### src/rtl/popcnt_pkg.sv
// rtl/popcnt_pkg.sv - shared types and sizing helper for the population-count sequencer
package popcnt_pkg;

  typedef enum logic {
    WORD = 1'b0,
    BYTE = 1'b1
  } popcnt_mode_t;

  typedef enum logic [1:0] {
    IDLE  = 2'd0,
    COUNT = 2'd1,
    DONE  = 2'd2
  } popcnt_state_t;

  // Bits needed to hold a whole-word count of 0..data_w.
  function automatic int acc_width(input int data_w);
    return $clog2(data_w + 1);
  endfunction

endpackage

### src/rtl/bit_counter_4.sv
// rtl/bit_counter_4.sv - combinational popcount of one nibble
module Bit_counter_4 (
  input  logic [3:0] din,
  output logic [2:0] count
);

  assign count = 3'(din[0]) + 3'(din[1]) + 3'(din[2]) + 3'(din[3]);

endmodule

### src/rtl/popcnt_sequencer.sv
// rtl/popcnt_sequencer.sv - multi-cycle word/byte population count with valid/ready handshakes
module popcnt_sequencer
  import popcnt_pkg::*;
#(
  parameter int DATA_W = 32,
  parameter int LANES  = 2
) (
  input  logic              clk,
  input  logic              reset,
  input  logic              flush,
  input  logic              in_valid,
  output logic              in_ready,
  input  logic [DATA_W-1:0] in_data,
  input  logic              in_mode,
  output logic              out_valid,
  input  logic              out_ready,
  output logic [DATA_W-1:0] out_data,
  output logic              busy
);

  localparam int SLICE  = 4 * LANES;
  localparam int BEATS  = DATA_W / SLICE;
  localparam int ACC_W  = acc_width(DATA_W);
  localparam int BEAT_W = (BEATS > 1) ? $clog2(BEATS) : 1;
  localparam logic [BEAT_W-1:0] LAST_BEAT = BEAT_W'(BEATS - 1);

  popcnt_state_t      state, state_next;
  popcnt_mode_t       mode;
  logic [DATA_W-1:0]  shreg;
  logic [DATA_W-1:0]  byte_acc, byte_next;
  logic [ACC_W-1:0]   acc, acc_next, lane_total;
  logic [BEAT_W-1:0]  beat;
  logic [3:0]         pair;
  logic [2:0]         cnt [LANES];
  logic               accept, last_beat;

  for (genvar g = 0; g < LANES; g++) begin : g_lane
    Bit_counter_4 u_cnt (
      .din   (shreg[g*4 +: 4]),
      .count (cnt[g])
    );
  end

  assign in_ready  = (state == IDLE);
  assign out_valid = (state == DONE);
  assign busy      = (state != IDLE);
  assign last_beat = (beat == LAST_BEAT);

  always_ff @(posedge clk or posedge reset) begin
    if (reset) state <= IDLE;
    else       state <= state_next;
  end

  // flush overrides every other transition, including an accept
  always_comb begin
    state_next = state;
    accept     = 1'b0;
    case (state)
      IDLE: begin
        if (in_valid) begin
          accept     = 1'b1;
          state_next = COUNT;
        end
      end
      COUNT:   if (last_beat) state_next = DONE;
      DONE:    if (out_ready) state_next = IDLE;
      default: state_next = IDLE;
    endcase
    if (flush) begin
      accept     = 1'b0;
      state_next = IDLE;
    end
  end

  // Each lane pair is one byte; its count lands in slot beat*(LANES/2)+k.
  always_comb begin
    lane_total = '0;
    for (int i = 0; i < LANES; i++) lane_total = lane_total + ACC_W'(cnt[i]);
    acc_next  = acc + lane_total;
    byte_next = byte_acc;
    pair      = '0;
    for (int k = 0; k < LANES / 2; k++) begin
      pair = 4'(cnt[2*k]) + 4'(cnt[2*k+1]);
      byte_next[(int'(beat) * (LANES / 2) + k) * 8 +: 8] = {4'h0, pair};
    end
  end

  always_ff @(posedge clk or posedge reset) begin
    if (reset) begin
      shreg    <= '0;
      mode     <= WORD;
      acc      <= '0;
      byte_acc <= '0;
      beat     <= '0;
      out_data <= '0;
    end else if (flush) begin
      acc      <= '0;
      byte_acc <= '0;
      beat     <= '0;
    end else if (accept) begin
      shreg    <= in_data;
      mode     <= popcnt_mode_t'(in_mode);
      acc      <= '0;
      byte_acc <= '0;
      beat     <= '0;
    end else if (state == COUNT) begin
      shreg    <= shreg >> SLICE;
      acc      <= acc_next;
      byte_acc <= byte_next;
      beat     <= beat + BEAT_W'(1);
      if (last_beat)
        out_data <= (mode == BYTE) ? byte_next : DATA_W'(acc_next);
    end
  end

endmodule

### config.mk
export PLATFORM = sky130hd
export DESIGN_NAME = popcnt_sequencer
export DESIGN_NICKNAME = d
export VERILOG_FILES = /design/src/rtl/popcnt_pkg.sv /design/src/rtl/bit_counter_4.sv /design/src/rtl/popcnt_sequencer.sv
export SDC_FILE = /design/constraint.sdc
export NUM_CORES = 1
export LEC_CHECK = 0
export ABC_AREA = 1
export CAP_MARGIN = 20
export CELL_PAD_IN_SITES_DETAIL_PLACEMENT = 1
export CELL_PAD_IN_SITES_GLOBAL_PLACEMENT = 1
export CORE_ASPECT_RATIO = 0.6
export CORE_UTILIZATION = 45
export DETAILED_ROUTE_END_ITERATION = 7
export HOLD_SLACK_MARGIN = 0.06
export PLACE_DENSITY = 0.85
export SYNTH_ARGS = -nofsm -noshare
export SYNTH_HDL_FRONTEND = slang
export SYNTH_SLANG_ARGS = --single-unit
### constraint.sdc
create_clock -name clk -period 5.6 [get_ports clk]
set_clock_uncertainty 0.2 [all_clocks]
set_input_delay 0.56 -clock clk [delete_from_list [all_inputs] [get_ports clk]]
set_output_delay 0.56 -clock clk [all_outputs]
set_load 0.01 [all_outputs]
# Word-level counts from Yosys, hierarchy flattened
# Cells that the tools add are included.
# W data, S select, Z words.
# word_totals
register_bits	107
in_bits	38
out_inout_bits	35
elab_cells	57
# classes
add_sub_neg	11
eq_ne	6
n_shift	2
n_mux	21
bitwise	2
reduce_logical	8
# op_table
op	n
$mux W32	6
$neg A5 Y33	1
$shift A8 B33 Y32 const A	1
$shiftx A8 B33 Y32	1
$bwmux W32	1
$mux W6	3
$mux W2	7
$add A3 B1 Y3	4
$add A3 B3 Y4	2
$add A6 B4 Y6	1
$ne A3 B3 Y1 const B	2
$pmux W2 S3	1
$add A1 B1 Y2	2
$eq A2 B2 Y1 const B	2
$reduce_and A2 Y1	2
$reduce_and A4 Y1	1
$reduce_bool A2 Y1	2
$mux W1	3
$ne A3 B2 Y1 const B	1
$reduce_and A3 Y1	1
$reduce_bool A3 Y1	1
$add A2 B1 Y2 const B	1
$eq A2 B1 Y1 const B	1
$logic_not A2 Y1	1
$not A1 Y1	2

# Logic depth before layout (Yosys ltp)
# depth
word_depth	9
depth_mapped	17
depth_no_buf	17

# Modules after synthesis
# From an unflattened synthesis, not the netlist that was laid out.
# unflattened
cells_unflattened	535
area_unflattened_um2	4745.8
# modules_own_cells
module	n_inst	cells_per_inst	area_per_inst_um2	seq_area_each_um2
popcnt_sequencer	1	519	4618.2	2577.5
Bit_counter_4	2	8	63.8	0.0

# Worst setup path after synthesis
# Ideal clock, no wire load.
# synth_path
path_kind	reg2reg
startpoint	register shreg[0]
endpoint	register out_data[5]
setup_time_ns	0.077
arrival_time_ns	2.847
required_ns	5.323
slack_ns	2.475
stages_incl_launch_ff	18
n_path_buf	0
period_less_slack_ns	3.125
path_cell_list	dfrtp_1 > ha_1 > inv_1 > fa_1 > inv_1 > ha_1 > xor2_1 > ha_1 > ha_1 > inv_1 > fa_1 > inv_1 > nand2_1 > a21oi_1 > inv_1 > nand2_1 > nand3_1 > a21oi_1
# synth_via
elab_chain_len	7
elab_cells_between_ends	9
# synth_rtl
item	line	rtl
start, declared	popcnt_sequencer.sv:29	logic [DATA_W-1:0] shreg;
start signal, assigned	popcnt_sequencer.sv:101	shreg <= in_data;
start signal, assigned	popcnt_sequencer.sv:107	shreg <= shreg >> SLICE;
$add A1 B1 Y2 (*)	bit_counter_4.sv:7	assign count = 3'(din[0]) + 3'(din[1]) + 3'(din[2]) + 3'(din[3]);
$add A3 B1 Y3 (*) (2 in series)	bit_counter_4.sv:7	
$add A3 B3 Y4	popcnt_sequencer.sv:78, popcnt_sequencer.sv:83	
$shiftx A8 B33 Y32	popcnt_sequencer.sv:84	byte_next[(int'(beat) * (LANES / 2) + k) * 8 +: 8] = {4'h0, pair};
$bwmux W32	popcnt_sequencer.sv:84	
$mux W32 (*)	popcnt_sequencer.sv:112	out_data <= (mode == BYTE) ? byte_next : DATA_W'(acc_next);
end signal, assigned	popcnt_sequencer.sv:112	
end, declared	popcnt_sequencer.sv:17	output logic [DATA_W-1:0] out_data,
# Every way passes the cells marked *; elsewhere a longest branch is shown, timed or not.
# A chain may end at the register's enable or synchronous reset.

# Final worst setup path
# Same ends and word-level chain as after synthesis.

==> impl_metrics.env <==
export IMPL_status="complete, but fails checks"
export IMPL_violations="DRC"
export IMPL_clockBufferDepth=2
export IMPL_rows=29
export IMPL_clock_sinks=103
export IMPL_grt_max_degree=70
export IMPL_dp_cells=739
export IMPL_wirelength_um=13780
export IMPL_cts_buffers=9
export IMPL_dieWidth_um=138.6
export IMPL_dp_slack_ns=2.178
export IMPL_vdd_ir_drop_max_uv=215.6
export IMPL_post_route_util=0.5676
export IMPL_max_stage_delay_ns=0.40
export IMPL_die_h_um=83.97
export IMPL_yosysWarnings=0
export IMPL_crit_path_start_kind="flip-flop"
export IMPL_synthesis_area_um2=5039
export IMPL_setup_violations=0
export IMPL_clk_latency_ns=0.35
export IMPL_drc=5
export IMPL_cp_data_arrival_time_ns=3.60
export IMPL_p_leak_nw=2.907
export IMPL_routedWlPerCell_um=18.27
export IMPL_htreeDepth=3
export IMPL_slew_headroom=0.4018
export IMPL_path_max_fanout=5
export IMPL_io_buffers=72
export IMPL_root_buffer="clkbuf_16"
export IMPL_dieArea_um2=11640
export IMPL_ios=73
export IMPL_synth_area_leaders="dfrtp_1 51%, nand2_1 11%, inv_1 6.2%"
export IMPL_final_hold_viol_count=0
export IMPL_timing_fmax_mhz=283.8
export IMPL_num_vias=4016
export IMPL_critPathSlowestCell="dfrtp_1"
export IMPL_yosysSeqAreaShare=0.5115
export IMPL_vias_per_cell=5.326
export IMPL_worst_pin_slew_ns=0.8941
export IMPL_setup_slack_ns=2.076
export IMPL_routabilityCongestion=0.7805
export IMPL_setup_tns_ns=0
export IMPL_drv_slew=0
export IMPL_crit_top_cell="inv_1"
export IMPL_powerDensity_nw_per_um2=369.7
export IMPL_crit_type="flip-flop to flip-flop"
export IMPL_grt_pass1_wl_um=23340
export IMPL_start_util=0.4691
export IMPL_core_area_um2=10740
export IMPL_cts_tree="built"
export IMPL_synth_edf_count=0
export IMPL_dp_hpwl_um=9696
export IMPL_synthDistinctLibCells=35
export IMPL_syn_area_per_cell_um2=9.228
export IMPL_hold_path_class="flip-flop to flip-flop"
export IMPL_synthesis_instances=546
export IMPL_grt_antenna_before_repair=0
export IMPL_synth_fp_nets=605
export IMPL_overflow=0
export IMPL_drive_above_1_share=0.1073
export IMPL_maxCapViolCount=0
export IMPL_period_minus_slack_ns=3.524
export IMPL_final_nets=670
export IMPL_area_delta_synth_final_pct=20.98
export IMPL_synth_top_area_frac=0.5115
export IMPL_ant_nets=0
export IMPL_cp_end_kind="flip-flop"
export IMPL_cts_clk_slew_worst_paths_ns=0.07
export IMPL_p_total_mw=2.254
export IMPL_async_flop_share=1.000
export IMPL_instances_no_fill=754
export IMPL_diodes=0
export IMPL_track_usage=0.2588
export IMPL_fin_crit_sh=0.6292
export IMPL_ys_flop_type="dfrtp_1"
export IMPL_post_cts_resized=0
export IMPL_crit_path_cell_trace="ha_1 > inv_1 > fa_1 > inv_1 > ha_1 > xor2_1 > ha_1 > ha_1 > inv_1 > fa_1 > inv_1 > nand2_1 > a21oi_1 > inv_1 > nand2_1 > nand3_1 > a21oi_1"
export IMPL_rsz0062_at_grt="false"
export IMPL_cts_hold_buf=0
export IMPL_drt_iter0_drc=264
export IMPL_synth_top_area_cell="dfrtp_1"
export IMPL_grt_pass1_vias=4421
export IMPL_synth_seq_cells=103
export IMPL_dr_pass1_iters=6
export IMPL_crit_required_ns=5.67
export IMPL_post_cts_buffers=0
-- layer usage --
metal,routed length [um],track usage
met4,198,0.06742
met3,742,0.05680
met2,6707,0.4398
met5,0,0
met1,6128,0.3360
-- flip-flops by register name (all words and copies together), names as in the netlist --
register and flops:
acc 6, beat 2, byte_acc 28, mode 1, out_data 32, shreg 32, state 2
-- cell families after synthesis --
group	synth area share
flops	0.5115
compound gates	0.1366
simple gates	0.1895
xor+xnor	0.001739
buf+inv	0.1011
fa+ha+maj	0.05960
-- layout make-up --
type	count	area (um^2)
timing repair buffer	73	728.2
fill	1219	4644
tap	139	173.9
clock inverter	5	82.58
clock buffer	10	239.0
sequential	103	2577
inverter	90	342.8
multi-input combinational	334	1952
-- report_power, final --
part           switching, mW  leakage [nW]  internal (mW)
Combinational          0.446          1.38          0.260
Sequential            0.0396          1.37          0.820
Clock                  0.285         0.159          0.403
-- path summary, 6_finish.rpt --
check	slack, ns	from	cells after the start	to
setup reg to reg	2.08	shreg[0]$_DFFE_PP0P_	17	out_data[5]$_DFFE_PP0P_
min in group asynchronous	0.55	reset	2	shreg[29]$_DFFE_PP0P_
setup / recovery	2.08	shreg[0]$_DFFE_PP0P_	17	out_data[5]$_DFFE_PP0P_
hold / removal	0.28	out_data[19]$_DFFE_PP0P_	2	out_data[19]$_DFFE_PP0P_
max in group asynchronous	3.64	reset	3	out_data[10]$_DFFE_PP0P_
hold reg to reg	0.28	out_data[19]$_DFFE_PP0P_	2	out_data[19]$_DFFE_PP0P_
-- critical path, delay by kind of cell, from the launching register on --
family | cells | cell delay [ns]
XOR/XNOR | 1 | 0.17
adder cells (fa/ha/maj) | 6 | 1.78
buffers and inverters | 5 | 0.32
AO/OA/AOI/OAI | 2 | 0.34
AND/OR/NAND/NOR | 3 | 0.24
flip-flops | 1 | 0.40
-- placed cells by master (no fill, tap or decap), drive strengths merged, types with 2 or more instances in the layout --
cell type and n:
a21oi 14, a22oi 4, bufinv 2, clkbuf 10, clkdlybuf4s50 72, clkinv 4
dfrtp 103, fa 5, ha 16, inv 89, nand2 159, nand3 14
nand4 5, nor2 34, nor3 5, o211ai 4, o21ai 47, o221ai 20
o31ai 2
-- per-stage QoR --
step                      hold slack, ns  cell area (um^2)
after floorplan                   0.2492              5039
after global placement            0.2622              5774
after detailed placement          0.2663              5774
after CTS                         0.2831              6096
after global routing              0.2969              6096
final                             0.2786              6096
-- cells in the mapped netlist (6+ instances only) --
cell      count
nor2_1       31
o221ai_1     18
buf_6        11
o21ai_0      13
a21oi_1      14
dfrtp_1     103
o21ai_1      15
nand2_1     150
o21ai_2      19
buf_2         6
ha_1         16
inv_1        83
nand3_1      13
Power figures use the tool's default switching activity.
